`config.mk`:
```
export PLATFORM = sky130hd
export DESIGN_NAME = regfile_param
export DESIGN_NICKNAME = d
export VERILOG_FILES = /design/src/rtl/regfile_param.sv
export SDC_FILE = /design/constraint.sdc
export NUM_CORES = 1
export LEC_CHECK = 0
export BUFFER_PORTS_ARGS = -buffer_cell sky130_fd_sc_hd__buf_4
export CORE_UTILIZATION = 63
export DETAILED_ROUTE_END_ITERATION = 10
export PLACE_DENSITY = 0.8
export SYNTH_ARGS = -nofsm -noshare
export SYNTH_HDL_FRONTEND = slang
export SYNTH_SLANG_ARGS = --single-unit
```
`constraint.sdc`:
```
create_clock -name clk -period 5.8 [get_ports clk]
set_clock_uncertainty 0.2 [all_clocks]
set_input_delay 0.58 -clock clk [delete_from_list [all_inputs] [get_ports clk]]
set_output_delay 0.58 -clock clk [all_outputs]
set_load 0.02 [all_outputs]
```
`src/rtl/regfile_param.sv`:
```
// Parametrised register file with registered read ports and a clear sequencer that zeroes
// every entry after reset or on request. Define REGFILE_BYPASS_EN for write-first forwarding.
module regfile_param #(
  parameter int unsigned DATA_W   = 32,
  parameter int unsigned ADDR_W   = 5,
  parameter int unsigned NUM_RD   = 2,
  parameter bit          ZERO_REG = 1'b1
) (
  input  logic                     clk,
  input  logic                     rst_n,
  input  logic                     clr_req,
  input  logic                     wr_en,
  input  logic [ADDR_W-1:0]        wr_addr,
  input  logic [DATA_W-1:0]        wr_data,
  input  logic [NUM_RD*ADDR_W-1:0] rd_addr,
  output logic [NUM_RD*DATA_W-1:0] rd_data,
  output logic                     busy
);

  localparam int unsigned DEPTH = 2 ** ADDR_W;

  typedef enum logic {StClear, StReady} state_e;

  state_e              state_q, state_d;
  logic [ADDR_W-1:0]   clr_ptr_q, clr_ptr_d;
  logic [DATA_W-1:0]   mem_q [DEPTH];
  logic                wr_ok;

  always_comb begin
    state_d   = state_q;
    clr_ptr_d = clr_ptr_q;
    unique case (state_q)
      StClear: begin
        // Pointer holds at the last entry; READY reloads it on the next request.
        if (clr_ptr_q == '1) begin
          state_d = StReady;
        end else begin
          clr_ptr_d = clr_ptr_q + ADDR_W'(1);
        end
      end
      StReady: begin
        if (clr_req) begin
          state_d   = StClear;
          clr_ptr_d = '0;
        end
      end
      default: state_d = StClear;
    endcase
  end

  always_ff @(posedge clk or negedge rst_n) begin
    if (!rst_n) begin
      state_q   <= StClear;
      clr_ptr_q <= '0;
    end else begin
      state_q   <= state_d;
      clr_ptr_q <= clr_ptr_d;
    end
  end

  assign busy  = (state_q == StClear);
  assign wr_ok = (state_q == StReady) && wr_en && !(ZERO_REG && (wr_addr == '0));

  // Array is not reset; the clear sequence defines its contents.
  always_ff @(posedge clk) begin
    if (busy) begin
      mem_q[clr_ptr_q] <= '0;
    end else if (wr_ok) begin
      mem_q[wr_addr] <= wr_data;
    end
  end

  for (genvar p = 0; p < NUM_RD; p++) begin : g_rd
    logic [ADDR_W-1:0] ra;
    logic [DATA_W-1:0] rd_d, rd_q;

    assign ra = rd_addr[p*ADDR_W +: ADDR_W];

    always_comb begin
      rd_d = mem_q[ra];
      if (busy || (ZERO_REG && (ra == '0))) begin
        rd_d = '0;
`ifdef REGFILE_BYPASS_EN
      end else if (wr_ok && (ra == wr_addr)) begin
        rd_d = wr_data;
`endif
      end
    end

    always_ff @(posedge clk or negedge rst_n) begin
      if (!rst_n) begin
        rd_q <= '0;
      end else begin
        rd_q <= rd_d;
      end
    end

    assign rd_data[p*DATA_W +: DATA_W] = rd_q;
  end

endmodule

```
Word level (Yosys, flattened, before mapping)
Memory sizes are Yosys's and may differ from the RTL's.
Index checks and enable logic that the tools add are counted.
{"block": "classes", "n_addsub": 1, "n_eq_ne": 3, "n_mux": 15, "bitwise": 1, "n_reduce_logical": 10}
{"cell": "$mux 32", "n": 3}
{"cell": "$reduce_or 32->1", "n": 1}
{"cell": "$logic_not 5->1", "n": 3}
{"cell": "$mux 5", "n": 3}
{"cell": "$pmux 5 s2", "n": 1}
{"cell": "$mux 1", "n": 7}
{"cell": "$add 5x1->5 const B", "n": 1}
{"cell": "$eq 5x5->1 const B", "n": 1}
{"cell": "$ne 2x2->1 const B", "n": 2}
{"cell": "$logic_and 1x1->1", "n": 2}
{"cell": "$logic_or 1x1->1", "n": 2}
{"cell": "$pmux 1 s2", "n": 1}
{"cell": "$reduce_and 2->1", "n": 1}
{"cell": "$logic_not 1->1", "n": 1}
{"cell": "$not 1->1", "n": 1}
{"block": "word_totals", "regBits": 70, "mem_bits_rw": 1024, "in_bits": 51, "output_inout_bits": 65, "mem_count": 1}
{"memory": "mem_q", "words": 32, "width": 32, "read_ports": 2, "rd_ports_with_merged_regs": 0, "write_ports": 1, "line": "26", "text": "logic [DATA_W-1:0] mem_q [DEPTH];"}

Depth between registers and ports, before layout
Gate-level depths: netlist (run 1).
{"block": "depth", "word_depth": 8, "mapped_depth": 9, "mapped_depth_nobuf": 6}

Worst setup path before layout (run 1)
No wires, ideal clock.
{"block": "synth_timing", "path_kind": "input to register", "start": "in wr_addr[4]", "end": "mem mem_q[15][0], enable pin", "arrival_ns": 4.088, "slack_ns": 1.042, "cell_stages": 4, "cell_sequence": "or4_1 -> o21ai_2 -> a21oi_1 -> a211oi_1"}
{"block": "synth_via", "elab_chain_cells": 8, "elab_cells_between_ends": 9, "cone_classes": "mux: 5; reduce/logical: 4"}
{"item": "from (decl)", "line": "13", "text": "input logic [ADDR_W-1:0] wr_addr,"}
{"item": "$logic_not 5->1", "line": "62", "text": "assign wr_ok = (state_q == StReady) && wr_en && !(ZERO_REG && (wr_addr == '0));"}
{"item": "$logic_not 1->1", "line": "62"}
{"item": "$logic_and 1x1->1", "line": "62"}
{"item": "$mux 1", "line": "68", "text": "end else if (wr_ok) begin"}
{"item": "$mux 1", "line": "66", "text": "if (busy) begin"}
{"item": "$mux 1 (implied by the code)", "line": "69", "text": "mem_q[wr_addr] <= wr_data;"}
{"item": "$reduce_or 32->1 (no source line)"}
{"item": "$mux 5 (no source line) or $mux 1 (tied branches)"}
{"item": "to (decl)", "line": "26"}
Parallel ways exist; a longest one is shown, timed or not.

Final worst setup path (run 1)
{"block": "layout_timing", "start": "reg state_q", "end": "mem mem_q[1][26], enable pin"}
{"block": "layout_via", "elab_chain_cells": 7, "elab_cells_between_ends": 9, "cone_classes": "mux: 6; reduce/logical: 3"}
{"item": "from (decl)", "line": "24", "text": "state_e state_q, state_d;"}
{"item": "from (signal assigned)", "line": "53", "text": "state_q <= StClear;"}
{"item": "from (signal assigned)", "line": "56", "text": "state_q <= state_d;"}
{"item": "$logic_and 1x1->1 (2 in series)", "line": "62"}
{"item": "$mux 1", "line": "68"}
{"item": "$mux 1", "line": "66"}
{"item": "$mux 1 (implied by the code)", "line": "69"}
{"item": "$reduce_or 32->1 (no source line)"}
{"item": "$mux 5 (no source line) or $mux 1 (tied branches)"}
Parallel ways exist; a longest one is shown, timed or not.

==> results.tsv, run 1 <==
stage	metric	value	unit
clock_network	number of clock buffers inserted by TritonCTS	109	
routing	Wirelength per Cell	38.6	um
sta	maximum achievable frequency	0.242	GHz
logic_synthesis	FFs w/ async S/R, synth	6.40	%
critical_path	family with the most delay on the worst path	simple AND/OR/NAND/NOR gates	
logic_synthesis	Top FF cell, synth	edfxtp_1	
status	status	finished clean	
routing	Final ANT Viol Nets	0	
die	initial standard-cell utilization of the core	63.8	%
die	DIE HEIGHT	282	um
critical_path	critical-path maximum fanout	23	
job	MaxCap Viol Count	0	
critical_path	worst setup path start	state_q$_DFF_PN0_	
power	switching power	0.00617	W
power	cell internal power dissipation	0.0152	W
critical_path	Worst Path Class, Setup	reg2reg	
sta	final sum of negative setup slack	0	ns
critical_path	critical-path cell with the highest stage delay	nor2_4	
finish	total area of multi-input combinational cells	16200	um^2
clock_network	clock transition at the registers of the reported paths	0.07	ns
sta	headroom to the max-slew limit	8.97	%
finish	area taken by flip-flops and latches	32500	um^2
sta	number of max-slew violations in the final report	0	
critical_path	Arr. time, crit path	4.31	ns
clock_network	clock tree sinks	1094	
grt	initial antenna violation count	9	
finish	fin nets	2604	
logic_synthesis	net count after synthesis	2486	
power	Worst VDD drop	0.000453	V
grt	maximum number of pins on one net before global-route repair	88	
worst_hold_path	class of the most critical hold timing path	in2reg	
critical_path	origin of the critical flop-to-flop path	state_q$_DFF_PN0_	
logic_synthesis	part of the Yosys area used for sequential elements	65.6	%
die	site row count	102	
power	share of power burned in combinational logic	18.1	%
logic_synthesis	Synth cell types	56	
routing	Avg Vias per Cell	7.77	
clock_network	clock tree from TritonCTS	done	
sta	share of the clock period used by the worst path after layout	71.1	%
critical_path	critical path depth in cells	5	
critical_path	reg-to-reg critical path endpoint	mem_q[1][26]$_DFFE_PP_	
grt	Overflow after GRT	0	
finish	Area Overhead vs Synth	11.8	%
grt	wire length of the first global-routing pass	206	mm
logic_synthesis	Synth Warn #	0	
critical_path	endpoint of the worst setup timing path	mem_q[1][26]$_DFFE_PP_	
die	standard cell core area	77600	um^2
placement	Area after DPL	51700	um^2
sta	RSZ-0062 raised after global routing	no	
critical_path	series of cell instances along the critical path	and2_1, a22oi_1, a211o_1, nor2_4, buf_4	
critical_path	worst path buffer plus inverter count	1	
logic_synthesis	Cells after Synth	2433	
critical_path	delay of the slowest cell on the worst path	1.04	ns
logic_synthesis	flip-flop and latch count after synthesis	1094	
power	total power divided by cell area	386	nW/um^2
routing	DR pass1 iterations	5	
power	Sw Share	28.8	%
clock_network	clock tree buffer depth	3	
sta	total setup violations reported at the end of the flow	0	
critical_path	kind of end point of the critical path	register	
die	die span in x	282	um
worst_hold_path	origin of the worst min-delay path	rd_addr[9]	
grt	global-route total usage across every layer	36.8	%
die	floorplan die area	79800	um^2
power	static leakage power	18.6	nW
sta	Final Hold Viols	0	
finish	post-route cell area	55400	um^2
routing	Post-route DRC	0	
power	power share of the sequential group	48.6	%
placement	count of input and output buffers	115	
critical_path	reg-to-reg slack, setup	1.68	ns
power	Clock power frac	33.3	%
routing	starting DRC count in detailed routing	4033	
finish	layout cells sized above 1	34.0	%
placement	last weighted congestion value of the routability-driven placer	0.887	
clock_network	cells resized by post-CTS repair	0	
logic_synthesis	count of flip-flops with a built-in enable after synthesis	1024	
logic_synthesis	area of the mapped netlist	49500	um^2
sta	post-layout min period	4.12	ns
critical_path	Critical Path Start Type	register	
routing	vias	28664	
sta	Least-Margin Pin Slew	1.36	ns
finish	fillers	4516	
die	Top-Level Pins	116	
routing	final wirelength	142	mm
clock_network	depth of the CTS H-tree	3	
critical_path	path depth of the worst reg2reg path	5	
placement	Detailed Place HPWL	82.6	mm
critical_path	critical path required time	5.98	ns
clock_network	cell at the root of the clock tree	clkbuf_16	
grt	via count of the first global-routing pass	29589	
clock_network	source-to-sink clock delay at the later pin of the worst-skew pair	0.69	ns
logic_synthesis	Avg Cell Area, Syn	20.4	um^2
==> layer usage <==
layer  global-route usage, %  vias to the layer above  wire length [um]
li1                        -                    10868                 -
met4                    19.8                       10              9100
met1                    49.6                    14803             48000
met3                    10.2                      550             19100
met2                    55.3                     2433             65900
met5                       0                        -                70
==> cell families (layout without fill, tap and decap cells) <==
group / after synthesis / after routing / share of synthesized area [%]
AO/OA/AOI/OAI: 312 / 312 / 5.21
XOR/XNOR: 3 / 3 / 0.0530
adder cells (fa/ha/maj): 2 / 2 / 0.0505
buffers and inverters: 206 / 418 / 2.26
flip-flops: 1094 / 1094 / 65.6
multiplexers: 705 / 705 / 25.6
other: 0 / 3 / 0
AND/OR/NAND/NOR: 111 / 111 / 1.24
==> final cells by class <==
type	count	area share, %
Timing Repair Buffer	206	3.11
Clock buffer	141	5.40
Inverter	7	0.0474
Clock inverter	64	1.17
Tap cell	1040	2.35
Antenna cell	3	0.0136
Multi-Input combinational cell	1133	29.2
Sequential cell	1094	58.7
==> tightest hold or removal path: cells and delay by family <==
| family | cells | cell delay, ns |
|---|---|---|
| AO/OA/AOI/OAI | 2 | 0.31 |
| buffers and inverters | 1 | 0.20 |
==> placed cells by master, fill, tap and decap left out, types with 7 or more instances in the layout <==
master,n
a2111oi_0,12
a2111oi_2,18
a211oi_1,24
a211oi_2,7
a21oi_1,33
a22o_1,31
a22oi_1,32
and2_1,33
buf_12,11
buf_4,188
bufinv_16,8
clkbuf_1,19
clkbuf_16,110
clkbuf_8,12
clkinv_1,11
clkinv_2,22
dfrtp_1,70
edfxtp_1,1024
inv_1,7
inv_6,9
mux2i_1,256
mux4_2,449
nand2_1,10
nor2_4,22
nor3_2,7
o221ai_1,63
o22a_1,32
o22ai_1,37
==> synth_stat cells, types with 10 or more instances <==
cell | number | area (um^2)
a211oi_1 | 25 | 188
o22ai_1 | 37 | 231
a22o_1 | 31 | 272
a21oi_1 | 36 | 180
buf_6 | 22 | 248
nor3_1 | 10 | 50.1
a22oi_1 | 32 | 240
o221ai_1 | 63 | 552
mux4_2 | 449 | 10100
buf_2 | 69 | 345
nor2_1 | 28 | 105
mux2i_1 | 256 | 2560
nand2_1 | 10 | 37.5
buf_4 | 14 | 105
a2111oi_2 | 18 | 270
dfrtp_1 | 70 | 1750
clkbuf_1 | 85 | 319
edfxtp_1 | 1024 | 30700
o22a_1 | 32 | 280
and2_1 | 34 | 213
a2111oi_0 | 12 | 105
==> stage by stage <==
step | std cells | hold slack (ns) | setup slack, ns | utilization (%) | power, W
after global placement | 3478 | 0.380 | 1.85 | 66.7 | 0.0141
after global routing | 3685 | 0.288 | 1.56 | 71.4 | 0.0219
after floorplan | 2433 | 0.0844 | 1.04 | - | 0.0125
after detailed placement | 3478 | 0.410 | 1.73 | 66.7 | 0.0143
final | 3688 | 0.302 | 1.68 | 71.4 | 0.0214
after CTS | 3685 | 0.249 | 1.77 | 71.4 | 0.0213
==> power by group through the flow <==
stage                     sequential (W)  clock (W)  combinational (W)
after floorplan                   0.0104          0            0.00206
after global placement            0.0104          0            0.00366
after detailed placement          0.0105          0            0.00376
after CTS                         0.0104    0.00715            0.00379
after global routing              0.0105    0.00743            0.00397
final                             0.0104    0.00713            0.00387
==> state kept, by name, indices dropped and copies added (netlist names) <==
signal and cells:
clr_ptr_q 5, g_rd.rd_q 64, mem_q 1024, state_q 1
==> how the worst min path moves through the flow <==
stage | to | cells past startpoint
5_1_grt | g_rd[1].rd_q[5]$_DFF_PN0_ | 3
3_5_place_dp | clr_ptr_q[3]$_DFFE_PN0P_ | 2
6_report | g_rd[1].rd_q[5]$_DFF_PN0_ | 3
3_3_place_gp | clr_ptr_q[3]$_DFFE_PN0P_ | 2
4_1_cts | g_rd[1].rd_q[5]$_DFF_PN0_ | 3
2_1_floorplan | clr_ptr_q[0]$_DFFE_PN0P_ | 0
==> repair_timing <==
item / 4_1_cts / 5_1_grt
endpoints found under the setup margin: 0 / 0
setup buffers: 0 / 0
hold buffers: 2 / 0
endpoints found under the hold margin: 48 / 0
No activity file was read; power rests on OpenSTA's default activity.
==> inputs of run 2 (changes only) <==
--- a/config.mk
+++ b/config.mk
@@ -6,9 +6,9 @@
 export NUM_CORES = 1
 export LEC_CHECK = 0
 export BUFFER_PORTS_ARGS = -buffer_cell sky130_fd_sc_hd__buf_4
-export CORE_UTILIZATION = 63
+export CORE_UTILIZATION = 57
 export DETAILED_ROUTE_END_ITERATION = 10
-export PLACE_DENSITY = 0.8
+export PLACE_DENSITY = 0.77
 export SYNTH_ARGS = -nofsm -noshare
 export SYNTH_HDL_FRONTEND = slang
 export SYNTH_SLANG_ARGS = --single-unit
==> constraint.sdc (replaced) <==
create_clock -name clk -period 3.7 [get_ports clk]
set_clock_uncertainty 0.2 [all_clocks]
set_input_delay 0.37 -clock clk [delete_from_list [all_inputs] [get_ports clk]]
set_output_delay 0.37 -clock clk [all_outputs]
set_load 0.02 [all_outputs]
==> results.tsv, run 2 (synthesized netlist as in run 1, its figures left out) <==
stage	metric	value	unit	change
clock_network	cells resized by post-CTS repair	0		unchanged
critical_path	critical-path cell with the highest stage delay	and2_1		
sta	share of the clock period used by the worst path after layout	87.7	%	+17 points
finish	flip-flop count of the largest register after layout	1024		unchanged
finish	total area of multi-input combinational cells	16200	um^2	unchanged
grt	global-route total usage across every layer	33.1	%	-3.7 points
critical_path	path depth of the worst reg2reg path	4		-1
grt	Overflow after GRT	0		unchanged
die	Top-Level Pins	116		unchanged
die	standard cell core area	85700	um^2	+10%
power	static leakage power	18.9	nW	+1.5%
sta	Least-Margin Pin Slew	1.39	ns	+0.0244 ns
job	MaxCap Viol Count	0		unchanged
clock_network	clock transition at the registers of the reported paths	0.06	ns	about the same
finish	register bank with the most flops	mem_q		
power	total power divided by cell area	596	nW/um^2	+54%
routing	Wirelength per Cell	37.6	um	-2.4%
sta	maximum achievable frequency	0.308	GHz	+27%
critical_path	critical-path maximum fanout	32		+39%
grt	maximum number of pins on one net before global-route repair	71		-19%
finish	Area Overhead vs Synth	13.5	%	
critical_path	reg-to-reg slack, setup	0.46	ns	-1.22 ns
die	DIE HEIGHT	297	um	+5.1%
sta	total setup violations reported at the end of the flow	0		unchanged
routing	starting DRC count in detailed routing	3812		-5.5%
finish	fillers	5379		+19%
placement	Detailed Place HPWL	82.9	mm	+0.38%
routing	Avg Vias per Cell	7.49		-3.6%
finish	area taken by flip-flops and latches	32500	um^2	unchanged
sta	RSZ-0062 raised after global routing	no		
placement	last weighted congestion value of the routability-driven placer	0.885		-0.29%
grt	initial antenna violation count	4		-5
critical_path	critical path required time	3.77	ns	-2.21 ns
sta	headroom to the max-slew limit	7.57	%	-1.4 points
clock_network	clock tree sinks	1094		unchanged
finish	final cell count without fillers	3820		+3.6%
routing	vias	28629		-0.12%
critical_path	reg-to-reg critical path endpoint	mem_q[10][17]$_DFFE_PP_		
sta	number of max-slew violations in the final report	0		unchanged
routing	DR pass1 iterations	5		unchanged
finish	fin nets	2640		+1.4%
sta	Final Hold Viols	0		unchanged
critical_path	origin of the critical flop-to-flop path	state_q$_DFF_PN0_		
grt	via count of the first global-routing pass	29750		+0.54%
critical_path	series of cell instances along the critical path	and2_1, o21a_1, buf_4, and2_1		
clock_network	Post-CTS Hold Fix Bufs	2		unchanged
finish	leading cell type in the layout, fill and taps excluded	edfxtp_1		
clock_network	clock tree from TritonCTS	done		
routing	Final ANT Viol Nets	0		unchanged
status	status	finished clean		
finish	Largest regs	mem_q (1024), g_rd.rd_q (64), clr_ptr_q (5)		
clock_network	depth of the CTS H-tree	3		unchanged
clock_network	source-to-sink clock delay at the later pin of the worst-skew pair	0.67	ns	-0.02 ns
clock_network	number of clock buffers inserted by TritonCTS	106		-2.8%
die	initial standard-cell utilization of the core	57.8	%	-6.0 points
critical_path	Worst Path Class, Setup	reg2reg		
die	site row count	107		+4.9%
placement	cell count after placement	3621		+4.1%
worst_hold_path	class of the most critical hold timing path	in2async		
sta	final sum of negative setup slack	0	ns	unchanged
critical_path	kind of end point of the critical path	register		
placement	count of input and output buffers	115		unchanged
critical_path	delay of the slowest cell on the worst path	1.10	ns	+0.06 ns
sta	post-layout min period	3.24	ns	-0.880 ns
routing	final wirelength	144	mm	+1.1%
finish	top library cells by usage in the layout, fill and taps aside	edfxtp_1, mux4_2, mux2i_1, buf_4, clkbuf_16		
clock_network	number of buffers added for setup after CTS	0		unchanged
critical_path	Arr. time, crit path	3.32	ns	-0.99 ns
power	Worst VDD drop	0.000789	V	+74%
clock_network	cell at the root of the clock tree	clkbuf_16		
routing	Post-route DRC	0		unchanged
finish	layout cells sized above 1	34.5	%	+0.48 points
critical_path	Critical Path Start Type	register		
die	floorplan die area	88100	um^2	+10%
grt	wire length of the first global-routing pass	209	mm	+1.7%
clock_network	clock tree buffer depth	3		unchanged
critical_path	most repeated library cell on the critical path	and2_1		
die	die span in x	297	um	+5.1%
==> run 2: where the power goes <==
part / internal, W / leakage, nW / switching [W] / total [W]
Combinational: 0.00227 / 6.69 / 0.00409 / 0.00637
Clock: 0.00630 / 1.73 / 0.00459 / 0.0109
Sequential: 0.0155 / 10.5 / 0.000732 / 0.0162
Total: 0.0241 / 18.9 / 0.00942 / 0.0335
==> run 2: layout make-up <==
class	count	share of cell area, %
Inverter	7	0.0467
Timing Repair Buffer	245	4.56
Clock inverter	59	0.955
Sequential cell	1094	57.8
Antenna cell	1	0.00445
Tap cell	1144	2.55
Multi-Input combinational cell	1133	28.8
Clock buffer	137	5.25
==> run 2: worst max-delay path, delay by kind of cell (launching register included) <==
family | cells | cell delay, ns
flops | 1 | 0.67
simple gates | 2 | 1.43
buf+inv | 1 | 0.28
compound gates | 1 | 0.22
==> run 2: through the flow <==
| step | setup WS, ns | hold slack [ns] | area, um^2 | utilization, % | power (W) |
|---|---|---|---|---|---|
| 4_1_cts | 0.478 | 0.124 | 56200 | 65.6 | 0.0334 |
| 6_report | 0.456 | 0.126 | 56200 | 65.6 | 0.0335 |
| 3_3_place_gp | 0.510 | 0.277 | 52700 | 61.5 | 0.0224 |
| 5_1_grt | 0.361 | 0.169 | 56200 | 65.6 | 0.0343 |
| 3_5_place_dp | 0.504 | 0.304 | 52700 | 61.5 | 0.0227 |
| 2_1_floorplan | -0.697 | -0.126 | 49500 | - | 0.0196 |
==> run 2: layer usage <==
metal | up-vias | global-route usage, % | part of all wire [%] | routed length [um]
met5 | - | 0 | 0.032 | 46
met4 | 6 | 17.2 | 5.8 | 8380
met3 | 432 | 7.95 | 13 | 18300
met2 | 2285 | 50.7 | 47 | 67700
met1 | 14962 | 44.6 | 34 | 49400
li1 | 10944 | - | - | -
==> run 2: worst max path at each step <==
stage | startpoint | endpoint | slack, ns | cells past startpoint
finish | state_q$_DFF_PN0_ | mem_q[10][17]$_DFFE_PP_ | 0.46 | 4
global route | state_q$_DFF_PN0_ | mem_q[10][17]$_DFFE_PP_ | 0.36 | 4
CTS | state_q$_DFF_PN0_ | mem_q[10][17]$_DFFE_PP_ | 0.48 | 4
detailed placement | state_q$_DFF_PN0_ | mem_q[7][17]$_DFFE_PP_ | 0.50 | 4
global placement | rd_addr[5] | g_rd[1].rd_q[2]$_DFF_PN0_ | 0.51 | 6
floorplan | wr_addr[4] | mem_q[11][0]$_DFFE_PP_ | -0.70 | 4
